<file path="src/rtl/rand_server.sv">
// rand_server: one 13-bit LFSR shared by up to four requesters under round-robin arbitration,
// each draw reduced to [0, limit) by mask-and-reject. Define RAND_STATS_EN to add reject_cnt.
module rand_server #(
    parameter int unsigned     NUM_REQ = 4,
    parameter int unsigned     WIDTH   = 13,
    parameter logic [WIDTH-1:0] SEED   = 13'h000F,
    parameter int unsigned     SHIFTS  = 13
) (
    input  logic                     clock,
    input  logic                     reset,
    input  logic [NUM_REQ-1:0]       req,
    input  logic [NUM_REQ*WIDTH-1:0] limit,
    output logic [NUM_REQ-1:0]       ack,
    output logic [WIDTH-1:0]         rnd_out,
    output logic [1:0]               grant_id,
    output logic                     busy
`ifdef RAND_STATS_EN
    ,
    output logic [15:0]              reject_cnt
`endif
);

    localparam logic [1:0] IDLE  = 2'd0;
    localparam logic [1:0] SHIFT = 2'd1;
    localparam logic [1:0] CHECK = 2'd2;
    localparam logic [1:0] GRANT = 2'd3;

    logic [1:0]       state;
    logic [WIDTH-1:0] lfsr;
    logic [1:0]       ptr;
    logic [3:0]       cnt;

    logic [3:0]       req_pad;
    logic             pick_valid;
    logic [1:0]       pick;
    logic [1:0]       idx;

    logic [WIDTH-1:0] lim;
    logic [WIDTH-1:0] mask;
    logic [WIDTH-1:0] cand;
    logic             accept;

    always_ff @(posedge clock) begin
        if (reset || lfsr == '0) begin
            lfsr <= SEED;
        end else begin
            lfsr <= {lfsr[WIDTH-2:0], lfsr[12] ^ lfsr[3] ^ lfsr[2] ^ lfsr[0]};
        end
    end

    // Round-robin: scan from ptr+1 upward with wrap; first asserted request wins.
    always_comb begin
        req_pad = '0;
        req_pad[NUM_REQ-1:0] = req;
        pick_valid = 1'b0;
        pick = ptr;
        idx = ptr;
        for (int unsigned i = 1; i <= NUM_REQ; i++) begin
            idx = 2'((32'(ptr) + i) % NUM_REQ);
            if (!pick_valid && req_pad[idx]) begin
                pick_valid = 1'b1;
                pick = idx;
            end
        end
    end

    // Mask covers every bit up to the MSB of limit-1, so a candidate is rejected less than half the time.
    always_comb begin
        lim = '0;
        for (int unsigned i = 0; i < NUM_REQ; i++) begin
            if (grant_id == 2'(i)) begin
                lim = limit[i*WIDTH +: WIDTH];
            end
        end
        mask = lim - WIDTH'(1);
        for (int unsigned s = 1; s < WIDTH; s = s << 1) begin
            mask = mask | (mask >> s);
        end
        if (lim == '0) begin
            mask = '1;
        end
        cand   = lfsr & mask;
        accept = (lim == '0) || (cand < lim);
    end

    always_ff @(posedge clock) begin
        if (reset) begin
            state    <= IDLE;
            ptr      <= 2'(NUM_REQ - 1);
            cnt      <= '0;
            grant_id <= '0;
            rnd_out  <= '0;
            ack      <= '0;
`ifdef RAND_STATS_EN
            reject_cnt <= '0;
`endif
        end else begin
            ack <= '0;
            case (state)
                IDLE: begin
                    if (pick_valid) begin
                        grant_id <= pick;
                        cnt      <= '0;
                        state    <= SHIFT;
                    end
                end
                SHIFT: begin
                    if (cnt == 4'(SHIFTS - 1)) begin
                        state <= CHECK;
                    end else begin
                        cnt <= cnt + 4'd1;
                    end
                end
                CHECK: begin
                    if (accept) begin
                        rnd_out <= cand;
                        state   <= GRANT;
                    end else begin
                        cnt   <= '0;
                        state <= SHIFT;
`ifdef RAND_STATS_EN
                        if (reject_cnt != '1) begin
                            reject_cnt <= reject_cnt + 16'd1;
                        end
`endif
                    end
                end
                GRANT: begin
                    for (int unsigned i = 0; i < NUM_REQ; i++) begin
                        ack[i] <= (grant_id == 2'(i));
                    end
                    ptr   <= grant_id;
                    state <= IDLE;
                end
                default: state <= IDLE;
            endcase
        end
    end

    assign busy = (state != IDLE);

endmodule

</file>
<file path="config.mk">
export PLATFORM = sky130hd
export DESIGN_NAME = rand_server
export DESIGN_NICKNAME = d
export VERILOG_FILES = /design/src/rtl/rand_server.sv
export SDC_FILE = /design/constraint.sdc
export NUM_CORES = 1
export LEC_CHECK = 0
export ABC_AREA = 0
export CAP_MARGIN = 30
export CORE_MARGIN = 5
export CORE_UTILIZATION = 45
export DETAILED_ROUTE_END_ITERATION = 6
export GPL_TIMING_DRIVEN = 0
export PLACE_DENSITY = 0.83
export SLEW_MARGIN = 20
export SYNTH_ARGS = -nofsm -noshare
export SYNTH_HDL_FRONTEND = slang
export SYNTH_SLANG_ARGS = --single-unit
</file>
<file path="constraint.sdc">
create_clock -name clock -period 11.33 [get_ports clock]
set_input_delay 1.6995 -clock clock [delete_from_list [all_inputs] [get_ports clock]]
set_output_delay 1.6995 -clock clock [all_outputs]
set_load 0.1 [all_outputs]
</file>
==> results.txt <==
status = finished clean
ANT cells = 0
Post-synth top cells = 40 x dfxtp_1, 31 x inv_1, 19 x a21oi_1, 17 x nor2_1, 16 x ha_1
register area share after synthesis = 28.6%
Yosys warning count = 0
clock buffer depth = 2
Peak supply drop = 0.0706 mV
RSZ-0062 raised after global routing = no
top-area cell type share of the netlist area = 28.6%
endpoints failing setup = 0
Iteration-0 DRC Markers = 248
Post-Place Worst Slack = 3.98 ns
Top Ports = 78
CP Buf/Inv Count = 3
share of layout cells above drive strength 1 = 8.54%
total power per unit cell area = 103 nW/um2
CP top delay family = compound AO/OA/AOI/OAI gates
P_int = 279 uW
die area = 7900 um2
global-route wire length before repair = 13300 um
hold buffers post-CTS = 0
logic gate share of total power = 27.4%
Layout Nets = 472
GRT overflow = 0
hold slack = 0.484 ns
Max Freq = 141 MHz
Final Instance Area = 3790 um2
worst hold path startpoint = lfsr[1]
Starting Density = 46.8%
antenna violations before repair = 0
Final ANT Viol Nets = 0
H-tree levels = 2
vias in the first global route = 2831
Mapped Nets = 388
synth unique cells = 62
number of buffers created by CTS = 5
most numerous cell in the Yosys netlist = dfxtp_1
Clock Skew = 0.00264 ns
Via density = 6.02
Worst R2R Start = grant_id[1]
CP Capture Type = flip-flop
final setup margin = 4.25 ns
Worst path max stage delay = 0.71 ns
min Tclk post-route = 7.08 ns
most frequent cell on the critical path = ha_1
Chip Width = 88.9 um
clk_lat worst skew = 0.30 ns
final hold violation count = 0
Avg WL per Cell = 16.8 um
FFs w/ async S/R, synth = 0%
final setup TNS = 0 ns
Tcrit/Tclk final = 62.5%
Main synth FF type = dfxtp_1
WHS Path Cells = 2
DRT Pass-1 Iters = 4
multi-input logic area = 1800 um2
Static Leak = 1.47 nW
Least-Margin Pin Slew = 0.978 ns
DRC viols = 0
Syn Std Cell Area = 2800 um2
placed inst area = 3670 um2
Clock transition at path regs = 0.08 ns
largest net degree at the start of global routing = 13
Seq pwr share = 37.0%
Slew Viols, Final = 0
Switch Pwr = 111 uW
Fillers = 489
Clk pwr share = 35.5%
MaxCap Viol Count = 0
final WL = 7950 um
CTS sink count = 40
CP Cell Sequence = clkdlybuf4s50_1 -> mux4_1 -> clkbuf_1 -> inv_1 -> ha_1 -> o21a_1 -> a31oi_1 -> o32ai_1 -> a41oi_1 -> ha_1 -> a21o_1 -> a21oi_1 -> nand4_1 -> a2111o_1 -> o31ai_2 -> nand2_1 -> a311oi_1
vias = 2846
startpoint class of the critical path = primary input
synth top area cells = dfxtp_1 29%, ha_1 7.1%, mux4_2 6.4%
Worst Path Required = 11.53 ns
r2r setup slk = 5.42 ns
Resize count post-CTS = 0
Syn Inst Count = 314
post-CTS setup buffers = 0
EDFF count, synth = 0
clk root buf = clkbuf_8
capturing point of the worst reg2reg path = cnt[2]
GPL Wtd Cong = 0.920
reg2reg path depth = 17
Syn Area/Cell = 8.92 um2
hpwl dp = 6360 um
WS Path Type = primary input to flip-flop
number of port buffers = 77
hold endpoint = lfsr[2]
Core Rows = 28
CP Max Fanout = 10
Die Ht = 88.9 um
Area Growth Syn to Fin = 35.5%
TritonCTS clock tree = done
All-Layer GR Usage = 21.4%
Sw Ratio = 28.4%
Yosys reg bits = 40
core area = 5990 um2
register area = 801 um2
Worst Hold Class = flip-flop to flip-flop
Worst EP arrival = 7.28 ns
Max transition margin = 34.6%
critical path's slowest cell = o32ai_1
dominant cell type by area after synthesis = dfxtp_1
kinds of logic after synthesis:
| logic type | synth area share [%] |
|---|---|
| DFF | 28.6 |
| muxes | 11.5 |
| and+or+nand+nor | 20.8 |
| buffers and inverters | 7.15 |
| xor gates and xnor gates | 2.19 |
| adders and majority gates | 7.15 |
| AOI/OAI and AO/OA | 22.7 |
sequential cells by signal, summed over array words and instances (netlist names):
| register | flops |
|---|---|
| ack | 4 |
| cnt | 4 |
| grant_id | 2 |
| lfsr | 13 |
| ptr | 2 |
| rnd_out | 13 |
| state | 2 |
power groups by stage:
stage | combinational, mW | clock, mW | sequential [mW]
5_1_grt | 0.117 | 0.148 | 0.145
3_3_place_gp | 0.102 | 0 | 0.148
2_1_floorplan | 0.0639 | 0 | 0.151
4_1_cts | 0.106 | 0.137 | 0.144
3_5_place_dp | 0.106 | 0 | 0.148
6_report | 0.107 | 0.138 | 0.144
how the worst max path moves through the flow:
stage	from	endpoint	slack (ns)	cells past startpoint
floorplan	limit[43]	rnd_out[9]	5.38	14
global placement	limit[13]	rnd_out[9]	4.15	17
detailed placement	limit[26]	cnt[0]	3.98	17
CTS	limit[26]	cnt[3]	4.30	17
global route	limit[26]	cnt[0]	3.83	17
finish	limit[26]	cnt[2]	4.25	17
layout make-up:
cell class                      count  share of cell area (%)
Tap cell                           75                    2.47
Sequential cell                    40                    21.1
Buffer                             16                    2.21
Clock buffer                        5                    1.81
Multi-Input combinational cell    227                    47.4
Timing Repair Buffer               77                    20.3
Inverter                           31                    3.07
Clock inverter                      2                    1.58
worst reg2reg max path: cells and delay by family, from the launching register on:
kind | cells | cell delay, ns
AO/OA/AOI/OAI | 9 | 3.07
buffers and inverters | 3 | 0.81
adder cells (fa/ha/maj) | 2 | 0.69
multiplexers | 1 | 0.44
AND/OR/NAND/NOR | 2 | 0.44
flip-flops | 1 | 0.35
per-stage QoR:
step / util (%) / power [mW] / cells
final: 63.3 / 0.390 / 473
after global routing: 63.3 / 0.409 / 473
after CTS: 63.3 / 0.388 / 473
after detailed placement: 61.2 / 0.253 / 466
after global placement: 61.2 / 0.249 / 466
after floorplan: - / 0.215 / 314
per-layer routing:
layer / track usage, % / share of wire, %
met3: 5.35 / 5.5
met4: 5.77 / 2.0
met5: 0 / 0
met1: 25.8 / 42
met2: 38.1 / 51
cell usage in the layout, fill, tap and decap left out, types with 7 or more instances in the layout:
master,instances
inv_1,31
clkbuf_1,10
nand3_1,12
a21oi_1,19
nand2_1,15
mux4_2,8
nand4_1,8
dfxtp_1,40
nor4b_1,7
nor2_1,17
nor3_1,9
ha_1,16
clkdlybuf4s50_1,77
o21ai_1,7
No activity file was read; power rests on OpenSTA's default activity.
